$ cat src/rtl/calc_pkg.sv
// rtl/calc_pkg.sv - shared state encodings and operation codes for the calculator control
package calc_pkg;

   typedef enum logic [2:0] {
      ESPERA_A  = 3'd0,
      ESPERA_B  = 3'd1,
      ESPERA_OP = 3'd2,
      CALCULA   = 3'd3,
      MOSTRA    = 3'd4
   } estado_t;

   localparam logic [2:0] OP_SOMA    = 3'b100;
   localparam logic [2:0] OP_SUB     = 3'b010;
   localparam logic [2:0] OP_MUL     = 3'b001;
   localparam logic [2:0] OP_NENHUMA = 3'b000;

   function automatic logic op_valida(input logic [2:0] op);
      return (op == OP_SOMA) || (op == OP_SUB) || (op == OP_MUL);
   endfunction

endpackage

$ cat src/rtl/detector_borda.sv
// rtl/detector_borda.sv - rising-edge detector for an already debounced level input
module detector_borda (
   input  logic clk,
   input  logic rst,
   input  logic nivel,
   output logic borda
);

   logic anterior;

   // History resets high so a level held through reset never reads as an edge.
   always_ff @(posedge clk) begin
      if (rst) anterior <= 1'b1;
      else     anterior <= nivel;
   end

   assign borda = nivel & ~anterior;

endmodule

$ cat src/rtl/controle_calculadora.sv
// rtl/controle_calculadora.sv - operand/operation entry sequencer and result register for the calculator
module controle_calculadora
   import calc_pkg::*;
(
   input  logic        clk,
   input  logic        rst,
   input  logic [7:0]  entrada,
   input  logic        sinal_entrada,
   input  logic [2:0]  op_entrada,
   input  logic        botao_enter,
   input  logic        botao_limpa,
   output logic [7:0]  a,
   output logic [7:0]  b,
   output logic        sinal_a,
   output logic        sinal_b,
   output logic [2:0]  sel,
   input  logic [15:0] saida_calc,
   input  logic        sinal_calc,
   output logic [15:0] resultado,
   output logic        sinal_resultado,
   output logic        pronto,
   output logic        erro,
   output logic [2:0]  estado
);

   estado_t estado_atual, estado_prox;
   logic    confirma;
   logic    carrega_a, carrega_b, carrega_sel, captura, descarta, pulso_erro;

   detector_borda u_borda (
      .clk   (clk),
      .rst   (rst),
      .nivel (botao_enter),
      .borda (confirma)
   );

   always_ff @(posedge clk) begin
      if (rst) estado_atual <= ESPERA_A;
      else     estado_atual <= estado_prox;
   end

   always_comb begin
      estado_prox = estado_atual;
      carrega_a   = 1'b0;
      carrega_b   = 1'b0;
      carrega_sel = 1'b0;
      captura     = 1'b0;
      descarta    = 1'b0;
      pulso_erro  = 1'b0;
      if (botao_limpa) begin
         estado_prox = ESPERA_A;
         descarta    = 1'b1;
      end else begin
         case (estado_atual)
            ESPERA_A: if (confirma) begin
               carrega_a   = 1'b1;
               estado_prox = ESPERA_B;
            end
            ESPERA_B: if (confirma) begin
               carrega_b   = 1'b1;
               estado_prox = ESPERA_OP;
            end
            ESPERA_OP: if (confirma) begin
               if (op_valida(op_entrada)) begin
                  carrega_sel = 1'b1;
                  estado_prox = CALCULA;
               end else begin
                  pulso_erro  = 1'b1;
               end
            end
            CALCULA: begin
               captura     = 1'b1;
               estado_prox = MOSTRA;
            end
            MOSTRA: if (confirma) begin
               descarta    = 1'b1;
               estado_prox = ESPERA_A;
            end
            default: estado_prox = ESPERA_A;
         endcase
      end
   end

   always_ff @(posedge clk) begin
      if (rst) begin
         a               <= 8'd0;
         b               <= 8'd0;
         sinal_a         <= 1'b0;
         sinal_b         <= 1'b0;
         sel             <= OP_NENHUMA;
         resultado       <= 16'd0;
         sinal_resultado <= 1'b0;
         pronto          <= 1'b0;
         erro            <= 1'b0;
      end else begin
         erro <= pulso_erro;
         if (carrega_a) begin
            a       <= entrada;
            sinal_a <= sinal_entrada;
         end
         if (carrega_b) begin
            b       <= entrada;
            sinal_b <= sinal_entrada;
         end
         if (carrega_sel)   sel <= op_entrada;
         else if (descarta) sel <= OP_NENHUMA;
         // A zero magnitude is always shown as positive.
         if (captura) begin
            resultado       <= saida_calc;
            sinal_resultado <= sinal_calc && (saida_calc != 16'd0);
            pronto          <= 1'b1;
         end else if (descarta) begin
            pronto <= 1'b0;
         end
      end
   end

   assign estado = estado_atual;

endmodule

$ cat config.mk
export PLATFORM = sky130hd
export DESIGN_NAME = controle_calculadora
export DESIGN_NICKNAME = d
export VERILOG_FILES = /design/src/rtl/calc_pkg.sv /design/src/rtl/detector_borda.sv /design/src/rtl/controle_calculadora.sv
export SDC_FILE = /design/constraint.sdc
export NUM_CORES = 1
export LEC_CHECK = 0
export BUFFER_PORTS_ARGS = -buffer_cell sky130_fd_sc_hd__clkbuf_2
export CORE_UTILIZATION = 30
export CTS_CLUSTER_DIAMETER = 200
export DETAILED_ROUTE_END_ITERATION = 6
export HOLD_SLACK_MARGIN = 0.03
export PLACE_DENSITY = 0.52
export SYNTH_ARGS = -nofsm -noshare
export SYNTH_HDL_FRONTEND = slang
export SYNTH_SLANG_ARGS = --single-unit
$ cat constraint.sdc
create_clock -name clk -period 1.8 [get_ports clk]
set_input_delay 0.09 -clock clk [delete_from_list [all_inputs] [get_ports clk]]
set_output_delay 0.09 -clock clk [all_outputs]
set_load 0.01 [all_outputs]
---- Word level (Yosys, flattened, before mapping) ----
Index checks and enable logic that the tools add are counted.
word-level totals
  flip-flop bits (word level) ............. 44
  output and inout bits ................... 43
  logic and storage cells ................. 61
cells by class
  equality and inequality tests ........... 12
  multiplexer cells ....................... 24
  bitwise gates (word level) .............. 4
  reduce and logical (&&, ||, !) cells .... 10
operator list
  kind                                                 number
  2-to-1 mux 3 bit                                     7
  2-to-1 mux 1 bit                                     16
  nonzero test 16 bit                                  1
  case mux 3 bit (5 select lines)                      1
  inequality test 2 bit, second input constant         5
  equality test 3 x 2 -> 1 bit, second input constant  3
  equality test 3 x 1 -> 1 bit, second input constant  2
  equality test 3 bit, second input constant           2
  AND reduction 5 bit                                  1
  nonzero test 2 bit                                   2
  OR reduction 4 bit                                   1
  zero test 3 bit                                      1
  inverter 1 bit                                       3
  logical OR 1 bit                                     2
  OR reduction 2 bit                                   1
  bitwise AND 1 bit                                    1
  logical AND 1 bit                                    1

---- Longest topological paths before layout ----
Gate-level depths: netlist of run 1.
  depth in word-level cells ............... 8
  mapped depth ............................ 7
  gate-level depth less buffers ........... 4

---- By module ----
A second synthesis of run 1 with hierarchy kept.
second synthesis, totals
  cells, all modules ...................... 208
  area total of the unflattened synthesis .. 1,707.9 µm²
by module, submodules not included
  module                instances  cells an instance  area an instance (µm²)  sequential area each (µm²)
  controle_calculadora  1          205                1,675.4                 860.8
  detector_borda        1          3                  32.5                    20.0

---- Worst setup path before layout of run 1 ----
No wires, ideal clock.
  path type ............................... reg-to-reg
  start point ............................. register estado_atual[0], in the netlist estado[0]
  end point ............................... register resultado[10]
  setup time .............................. 0.132 ns
  data arrival time ....................... 1.231 ns
  data required time ...................... 1.668 ns
  setup slack ............................. 0.437 ns
  cell stages (with the launch flop) ...... 8
  cells stage by stage .................... dfxtp_1 > buf_2 > nand3b_4 > or2_1 > buf_6 > buf_6 > nand2_1 > a21oi_1
on the way
  cells in the longest elaborated chain, start to end .. 3
ends and longest elaborated chain
  element                       line                         text
  start, declared               controle_calculadora.sv:26   estado_t estado_atual, estado_prox;
  start signal, assigned        controle_calculadora.sv:39   else estado_atual <= estado_prox;
  equality test 3 x 2 -> 1 bit  controle_calculadora.sv:54   case (estado_atual)
  2-to-1 mux 1 bit              controle_calculadora.sv:54
  2-to-1 mux 1 bit              controle_calculadora.sv:50   if (botao_limpa) begin
  end signal, assigned          controle_calculadora.sv:109  resultado <= saida_calc;
  end, declared                 controle_calculadora.sv:19   output logic [15:0] resultado,
Every way passes these cells.
A chain may end at the register's enable or synchronous reset.

---- Final worst setup path of run 1 ----
  start point ............................. register estado_atual[2], in the netlist estado[2]
  end point ............................... register b[6]
on the way
  cells in the longest elaborated chain, start to end .. 3
ends and longest elaborated chain
  element                       line                         text
  equality test 3 x 1 -> 1 bit  controle_calculadora.sv:54
  2-to-1 mux 1 bit              controle_calculadora.sv:54
  2-to-1 mux 1 bit              controle_calculadora.sv:50
  end signal, assigned          controle_calculadora.sv:102  b <= entrada;
  end, declared                 controle_calculadora.sv:13   output logic [7:0] b,
Every way passes these cells.

==> impl_metrics.py, run 1 <==
metrics = {
    "critical_path": {
        "worst_r2r_path_depth": 5,
        "crit_arrival_ns": 1.66,
        "critPathCaptureType": "register",
        "critPathKind": "reg -> reg",
        "setup.worst_path.start_class": "register",
        "worstPathMaxFanout": 20,
        "rr_startpoint": "estado[2]",
        "startpoint": "estado[2]",
        "rrSetupSlack_ns": 0.31,
        "cp.required_ns": 1.97,
    },
    "timing": {
        "max_freq_ghz": 0.673,
        "fin_crit_sh_pct": 82.5,
        "rsz0062_at_grt": "no",
        "tightest_slew_ns": 0.490,
        "slew_viol_final": 0,
        "worst_clock_skew_ns": 0.00761,
        "timing.final.hold_violations": 0,
        "final.setup.tns_ns": 0,
        "slew_headroom_pct": 67.1,
        "post-route-min-period_ns": 1.49,
        "setup_violations": 0,
    },
    "power_and_ir_drop": {
        "peakVddDrop_v": 0.000244,
        "seq_power_share_pct": 51.0,
        "p_per_area_mw_per_mm2": 804,
        "p_int_mw": 1.50,
        "combPwrFrac_pct": 7.1,
        "power.share.clock_pct": 41.9,
        "power.leakage_nw": 1.01,
        "power_switching_mw": 0.433,
        "swShare_pct": 22.4,
    },
    "yosys": {
        "ys.flop_type": "dfxtp_1",
        "synthArstFlopShare_pct": 0,
        "ys_types": 30,
        "yosys_warnings": 0,
        "syn_inst": 208,
        "synth-seq-cells": 44,
        "synth_fp_nets": 241,
        "synth_edf_count": 0,
        "syn_area_mm2": 0.00174,
        "avgSynthCellArea_um2": 8.36,
        "ys_seq_area_share_pct": 50.6,
    },
    "floorplan": {
        "start_util_pct": 31.4,
        "die_x_um": 78.1,
        "die_area_mm2": 0.00611,
        "core_mm2": 0.00554,
        "fp.dieH_um": 78.1,
        "io_pins": 76,
        "rows": 27,
    },
    "global_route": {
        "track_usage_pct": 14.9,
        "grt_antenna_before_repair": 0,
        "grt_most_used_layer": "met2",
        "grt_use_met1_pct": 18.8,
        "met3_usage_pct": 4.53,
        "grt_pass1_vias": 1523,
        "grt_max_degree": 45,
        "grt_use_met2_pct": 24.2,
        "grt_pass1_wl_mm": 7.11,
        "overflow": 0,
    },
    "detailed_routing": {
        "drtAntennaViolNets": 0,
        "drt-vias-per-instance": 4.61,
        "routed_wl_mm": 4.49,
        "drt_drc_violations_left": 0,
        "post_drt_wl_per_cell_um": 12.3,
        "drt_iter0_drc": 34,
        "dr.pass1.iters": 4,
        "vias": 1688,
    },
    "hold_path": {
        "holdPathStages": 3,
        "holdCritStartpoint": "saida_calc[6]",
        "hp-class": "in -> reg",
    },
    "clock_network": {
        "cts_buffers": 5,
        "clk_latency_ns": 0.30,
        "clk_path_buf_depth": 2,
        "cts_tree": "yes",
        "clockRootBuffer": "clkbuf_8",
        "cts-resized-gates": 0,
        "htree_num_levels": 2,
        "path_clk_slew_ns": 0.09,
        "cts.sinks": 44,
    },
    "finish": {
        "antennaDiodeCount": 0,
        "final_common_cell": "clkbuf_2",
        "layout_common_cells": "clkbuf_2, nand2_1, dfxtp_1, a21oi_1, nand3_1",
        "drive_gt1_share_pct": 32.0,
        "areaGrowthSynthToFinish_pct": 38.3,
        "fin_nets": 326,
        "fin_util_pct": 43.4,
    },
    "placement": {
        "io_buffers": 75,
        "dp_hpwl_mm": 3.13,
        "globalplace.congestion": 0.725,
    },
    "status": {
        "outcome": "finished, final reports clean",
    },
    "flow_run": {
        "cap_violations": 0,
    },
}
-- worst max-delay path, stage by stage (launching register included) --
cell and delay [ns]:
dfxtp_1 0.41, nor4b_4 0.35, buf_4 0.28, nand2_2 0.16
nand2_1 0.10, a21oi_1 0.06
-- synthesized netlist by cell type (2+ instances only) --
cell type	instances	area, um^2
a21oi_1	38	190
buf_2	6	30.0
buf_6	2	22.5
clkbuf_1	5	18.8
dfxtp_1	44	881
mux2i_1	2	20.0
nand2_1	54	203
nand2_2	2	12.5
nand2b_1	3	18.8
nand3_1	21	105
nor2_1	3	11.3
nor2b_1	3	18.8
nor4_1	7	43.8
xnor2_1	2	17.5
-- cells by family (layout without fill, tap and decap cells) --
logic type | Yosys count | count (layout) | synth area share [%]
and+or+nand+nor | 102 | 102 | 29.1
AOI/OAI and AO/OA | 43 | 43 | 13.4
xor gates and xnor gates | 2 | 2 | 1.01
DFF | 44 | 44 | 50.6
buffers and inverters | 15 | 101 | 4.75
muxes | 2 | 2 | 1.15
-- final timing paths --
path	end
max	b[6]
min	resultado[6]
max reg2reg	b[6]
min reg2reg	resultado[12]
-- stage by stage --
| step | hold slack (ns) | instances | setup WS, ns | power (mW) | area [um^2] |
|---|---|---|---|---|---|
| after global routing | 0.0334 | 366 | 0.168 | 2.02 | 2400 |
| final | 0.0313 | 366 | 0.314 | 1.93 | 2400 |
| after CTS | 0.0308 | 366 | 0.310 | 1.96 | 2400 |
| after global placement | 0.335 | 346 | 0.347 | 1.13 | 2160 |
| after floorplan | 0.197 | 208 | 0.437 | 1.06 | 1740 |
| after detailed placement | 0.333 | 346 | 0.331 | 1.13 | 2160 |
-- area by class of cell --
type,instances,area (um^2)
multi-input combinational,149,776
sequential,44,881
timing repair buffer,92,533
clock buffer,6,82.6
fill,590,3140
tap,72,90.1
inverter,1,3.75
clock inverter,2,38.8
-- state kept, by name (all words and copies together) (netlist names), 3 cells and up --
name	flops
a	8
b	8
estado	3
resultado	16
sel	3
-- repair_timing --
| action | CTS | global route |
|---|---|---|
| setup buffers | 0 | 0 |
| hold endpoints to repair | 12 | 0 |
| hold buffers | 12 | 0 |
-- layer usage --
| layer | up-vias | share of wire (%) |
|---|---|---|
| li1 | 879 | - |
| met1 | 750 | 48 |
| met2 | 54 | 44 |
| met3 | 5 | 6.1 |
| met4 | 0 | 1.2 |
| met5 | - | 0 |
-- power groups by stage --
stage | clock network (mW) | logic (mW) | registers [mW]
2_1_floorplan | 0 | 0.0542 | 1.01
3_3_place_gp | 0 | 0.118 | 1.01
3_5_place_dp | 0 | 0.117 | 1.01
4_1_cts | 0.834 | 0.138 | 0.985
5_1_grt | 0.879 | 0.152 | 0.986
6_report | 0.809 | 0.138 | 0.985
Power figures use the tool's default switching activity.
==> inputs of run 2 (changes only) <==
Clock period 1.8 ns to 1.5 ns, I/O delays scaled along.
==> impl_metrics.py, run 2 (synthesis gave the netlist of run 1 again) <==
metrics = {
    "finish": {
        "fin_nets": 338,
        "regMostFlops": "resultado",
        "final_common_cell": "clkbuf_2",
        "drive_gt1_share_pct": 32.8,
        "largest_reg_flops": 16,
        "largest_registers": "resultado x16, a x8, b x8",
        "layout_common_cells": "clkbuf_2, nand2_1, dfxtp_1, a21oi_1, nand3_1",
        "fin_cells": 377,
        "antennaDiodeCount": 0,
        "areaGrowthSynthToFinish_pct": 45.0,
    },
    "timing": {
        "post-route-min-period_ns": 1.36,
        "fin_crit_sh_pct": 90.6,
        "worst_clock_skew_ns": 0.00387,
        "slew_viol_final": 0,
        "max_freq_ghz": 0.736,
        "rsz0062_at_grt": "no",
        "final.setup.tns_ns": 0,
        "tightest_slew_ns": 0.322,
        "slew_headroom_pct": 78.5,
        "setup_violations": 0,
        "timing.final.hold_violations": 0,
    },
    "power_and_ir_drop": {
        "power.leakage_nw": 1.07,
        "peakVddDrop_v": 0.000497,
        "p_per_area_mw_per_mm2": 854,
    },
    "placement": {
        "io_buffers": 75,
        "globalplace.congestion": 0.753,
        "dp_cells": 352,
        "dp_hpwl_mm": 3.22,
    },
    "clock_network": {
        "clockRootBuffer": "clkbuf_8",
        "clk_latency_ns": 0.29,
        "cts_buffers": 5,
        "clk_path_buf_depth": 2,
        "path_clk_slew_ns": 0.07,
        "cts_tree": "yes",
        "htree_num_levels": 2,
        "postCtsSetupRepairBufs": 0,
        "cts.sinks": 44,
    },
    "critical_path": {
        "critPathKind": "in -> reg",
        "critPathCaptureType": "register",
        "setup.worst_path.start_class": "input port",
        "worst_r2r_path_depth": 3,
        "worstPathMaxFanout": 4,
        "crit_arrival_ns": 1.54,
        "rrSetupSlack_ns": 0.16,
        "cp.required_ns": 1.68,
    },
    "flow_run": {
        "cap_violations": 0,
    },
    "floorplan": {
        "rows": 27,
        "io_pins": 76,
        "start_util_pct": 31.4,
        "core_mm2": 0.00554,
        "die_area_mm2": 0.00611,
        "die_x_um": 78.1,
        "fp.dieH_um": 78.1,
    },
    "detailed_routing": {
        "routed_wl_mm": 4.59,
        "dr.pass1.iters": 4,
        "drt_iter0_drc": 27,
        "vias": 1748,
        "drtAntennaViolNets": 0,
        "post_drt_wl_per_cell_um": 12.2,
        "drt_drc_violations_left": 0,
        "drt-vias-per-instance": 4.64,
    },
    "hold_path": {
        "hp-class": "in -> reg",
        "holdPathStages": 3,
    },
    "global_route": {
        "grt_pass1_vias": 1667,
        "grt_pass1_wl_mm": 7.60,
        "overflow": 0,
        "track_usage_pct": 15.7,
        "grt_max_degree": 31,
        "grt_antenna_before_repair": 0,
    },
    "status": {
        "outcome": "finished, final reports clean",
    },
}
[run 2: cell count changes in the layout (fill, tap and decap cells not counted), sizes merged]
cell / change
buf: +6
dlygate4sd3: +6
clkbuf: +1
clkinv: -1
bufinv: -1
[run 2: area by class of cell]
| type | count | area [um^2] |
|---|---|---|
| fill | 581 | 3020 |
| sequential | 44 | 881 |
| multi-input combinational | 149 | 776 |
| timing repair buffer | 104 | 676 |
| clock buffer | 7 | 96.3 |
| tap | 72 | 90.1 |
| inverter | 1 | 3.75 |
[run 2: report_power, final]
part / switching [mW] / leakage, nW / internal, mW / total [mW]
logic: 0.0918 / 0.662 / 0.0982 / 0.190
registers: 0.00652 / 0.355 / 1.17 / 1.18
clock network: 0.373 / 0.0503 / 0.410 / 0.783
total: 0.471 / 1.07 / 1.68 / 2.15
[run 2: final timing paths]
kind	startpoint	endpoint
setup / recovery	botao_enter	sel[0]
hold / removal	saida_calc[5]	resultado[5]
setup reg to reg	estado[2]	sel[0]
hold reg to reg	resultado[9]	resultado[9]
[run 2: layer usage]
layer | GRT usage [%] | vias up | wire length, um
li1 | - | 904 | -
met1 | 20.4 | 783 | 2220
met2 | 25.4 | 59 | 2070
met3 | 4.88 | 2 | 278
met4 | 3.89 | 0 | 23
met5 | 0 | - | 0
[run 2: per-stage QoR]
step	total power, mW	hold slack [ns]	util, %	setup WS, ns	area (um^2)
floorplan	1.28	0.182	-	0.137	1740
global placement	1.36	0.321	40.5	0.144	2250
detailed placement	1.36	0.322	40.5	0.0830	2250
CTS	2.19	0.0304	45.5	0.0505	2520
global route	2.26	0.0377	45.5	0.0124	2520
finish	2.15	0.0368	45.5	0.141	2520
[run 2: repair_timing]
item / 4_1_cts / 5_1_grt
gates resized for setup: 0 / 1
hold buffers: 18 / 0
endpoints found under the hold margin: 18 / 0
setup endpoints to repair: 0 / 17
[run 2: critical path, cell delays in order]
cell and delay (ns):
dlygate4sd3_1 0.52, clkbuf_2 0.13, nor2b_1 0.27, a311oi_1 0.14, buf_4 0.16, a32o_1 0.24
==> inputs of run 3 (changes only) <==
Settings changed: CTS_BUF_LIST set to sky130_fd_sc_hd__clkbuf_8, SETUP_SLACK_MARGIN set to 0.15.
==> impl_metrics.py, run 3 (synthesis gave the netlist of run 1 again) <==
metrics = {
    "status": {
        "outcome": "finished, final reports clean",
    },
    "critical_path": {
        "cpPeakStageDelay_ns": 0.43,
        "worstPathMaxFanout": 17,
        "critPathSlowestCell": "or2_2",
        "worstPathCellList": "nand3b_4, or2_2, nand2_1, a21oi_1",
        "worst-path-buf-inv": 0,
        "worst_r2r_path_depth": 4,
        "critPathCaptureType": "register",
        "crit_arrival_ns": 1.45,
        "cp.depth": 4,
        "cp.required_ns": 1.68,
        "setup.worst_path.start_class": "register",
        "cp_top_family": "simple AND/OR/NAND/NOR gates",
        "critPathKind": "reg -> reg",
    },
    "detailed_routing": {
        "drtAntennaViolNets": 0,
        "dr.pass1.iters": 4,
        "vias": 1783,
        "drt_iter0_drc": 54,
        "drt_drc_violations_left": 0,
        "routed_wl_mm": 4.73,
        "post_drt_wl_per_cell_um": 12.3,
        "drt-vias-per-instance": 4.62,
    },
    "floorplan": {
        "rows": 27,
        "start_util_pct": 31.4,
        "fp.dieH_um": 78.1,
        "core_mm2": 0.00554,
        "die_area_mm2": 0.00611,
        "io_pins": 76,
        "die_x_um": 78.1,
    },
    "clock_network": {
        "cts.sinks": 44,
        "path_clk_slew_ns": 0.08,
        "clk_latency_ns": 0.30,
        "cts_tree": "yes",
        "clockRootBuffer": "clkbuf_8",
        "cts_buffers": 5,
        "clk_path_buf_depth": 2,
        "htree_num_levels": 2,
    },
    "global_route": {
        "grt_pass1_wl_mm": 7.13,
        "overflow": 0,
        "grt_pass1_vias": 1547,
        "track_usage_pct": 14.9,
        "grt_antenna_before_repair": 0,
        "grt_max_degree": 24,
    },
    "finish": {
        "layout_common_cells": "clkbuf_2, nand2_1, dfxtp_1, a21oi_1, dlygate4sd3_1",
        "largest_registers": "resultado x16, a x8, b x8",
        "regMostFlops": "resultado",
        "antennaDiodeCount": 0,
        "final_common_cell": "clkbuf_2",
        "largest_reg_flops": 16,
        "fill_cells": 551,
        "fin_area_mm2": 0.00267,
        "fin_cells": 386,
        "drive_gt1_share_pct": 33.4,
        "fin_nets": 346,
        "fin_util_pct": 48.1,
        "areaGrowthSynthToFinish_pct": 53.2,
    },
    "timing": {
        "final.setup.tns_ns": 0,
        "slew_headroom_pct": 74.8,
        "fin_crit_sh_pct": 84.9,
        "setup_violations": 0,
        "max_freq_ghz": 0.785,
        "worst_clock_skew_ns": 0.00679,
        "rsz0062_at_grt": "yes",
        "tightest_slew_ns": 0.377,
        "timing.final.hold_violations": 0,
        "post-route-min-period_ns": 1.27,
        "slew_viol_final": 0,
    },
    "hold_path": {
        "holdPathStages": 3,
        "hp-class": "in -> reg",
    },
    "placement": {
        "io_buffers": 75,
        "post_dp_cell_area_mm2": 0.00220,
        "globalplace.congestion": 0.755,
        "dp_cells": 348,
        "dp_hpwl_mm": 3.13,
    },
    "flow_run": {
        "cap_violations": 0,
    },
    "power_and_ir_drop": {
        "peakVddDrop_v": 0.000331,
        "p_per_area_mw_per_mm2": 819,
        "power.leakage_nw": 1.13,
    },
}
-- run 3: changes by cell type in the layout (fill, tap and decap cells not counted), sizes merged --
cell,change
buf,-3
clkinvlp,+1
inv,+1
clkbuf,+1
dlygate4sd3,+9
-- run 3: repair_timing --
action	4_1_cts	5_1_grt
hold buffers	27	0
gates resized for setup	5	7
endpoints found under the hold margin	31	0
setup endpoints to repair	38	21
pin swaps	1	1
gates cloned	0	2
buffers inserted	1	0
-- run 3: final timing paths --
path | startpoint | end | slack, ns
worst max-delay path | estado[2] | resultado[14] | 0.23
worst min-delay path | op_entrada[2] | sel[2] | 0.05
worst min register to register | resultado[12] | resultado[12] | 0.46
worst max register to register | estado[2] | resultado[14] | 0.23
-- run 3: final cells by class --
cell class / count / area (um^2) / share of cell area (%)
flip-flops and latches: 44 / 888 / 33.3
multi-input cells: 149 / 805 / 30.2
repair buffers: 112 / 785 / 29.4
well taps: 72 / 90.1 / 3.38
clock buffers: 6 / 82.6 / 3.10
clock inverters: 2 / 11.3 / 0.423
inverters: 1 / 3.75 / 0.141
-- run 3: worst min-delay path: stages --
cell	delay, ns
clkbuf_2	0.10
nand2b_1	0.07
mux2i_1	0.06
-- run 3: routing by layer --
layer | up-vias | GRT usage (%) | share of wire (%) | routed length [um]
met5 | - | 0 | 0 | 0
met4 | 0 | 5.00 | 1.1 | 51
met3 | 6 | 4.19 | 5.9 | 277
met2 | 64 | 23.6 | 44 | 2100
met1 | 795 | 19.4 | 49 | 2300
li1 | 918 | - | - | -
-- run 3: metrics by stage --
stage	worst slack (ns)	total power, mW	hold WS, ns
2_1_floorplan	0.173	1.28	0.182
3_3_place_gp	0.0530	1.36	0.320
3_5_place_dp	0.0288	1.36	0.320
4_1_cts	0.163	2.19	0.0487
5_1_grt	0.135	2.28	0.0680
6_report	0.227	2.18	0.0525
-- run 3: report_power, final --
part | switching (mW) | internal (mW)
clock | 0.413 | 0.368
sequential | 0.00669 | 1.17
combinational | 0.101 | 0.120
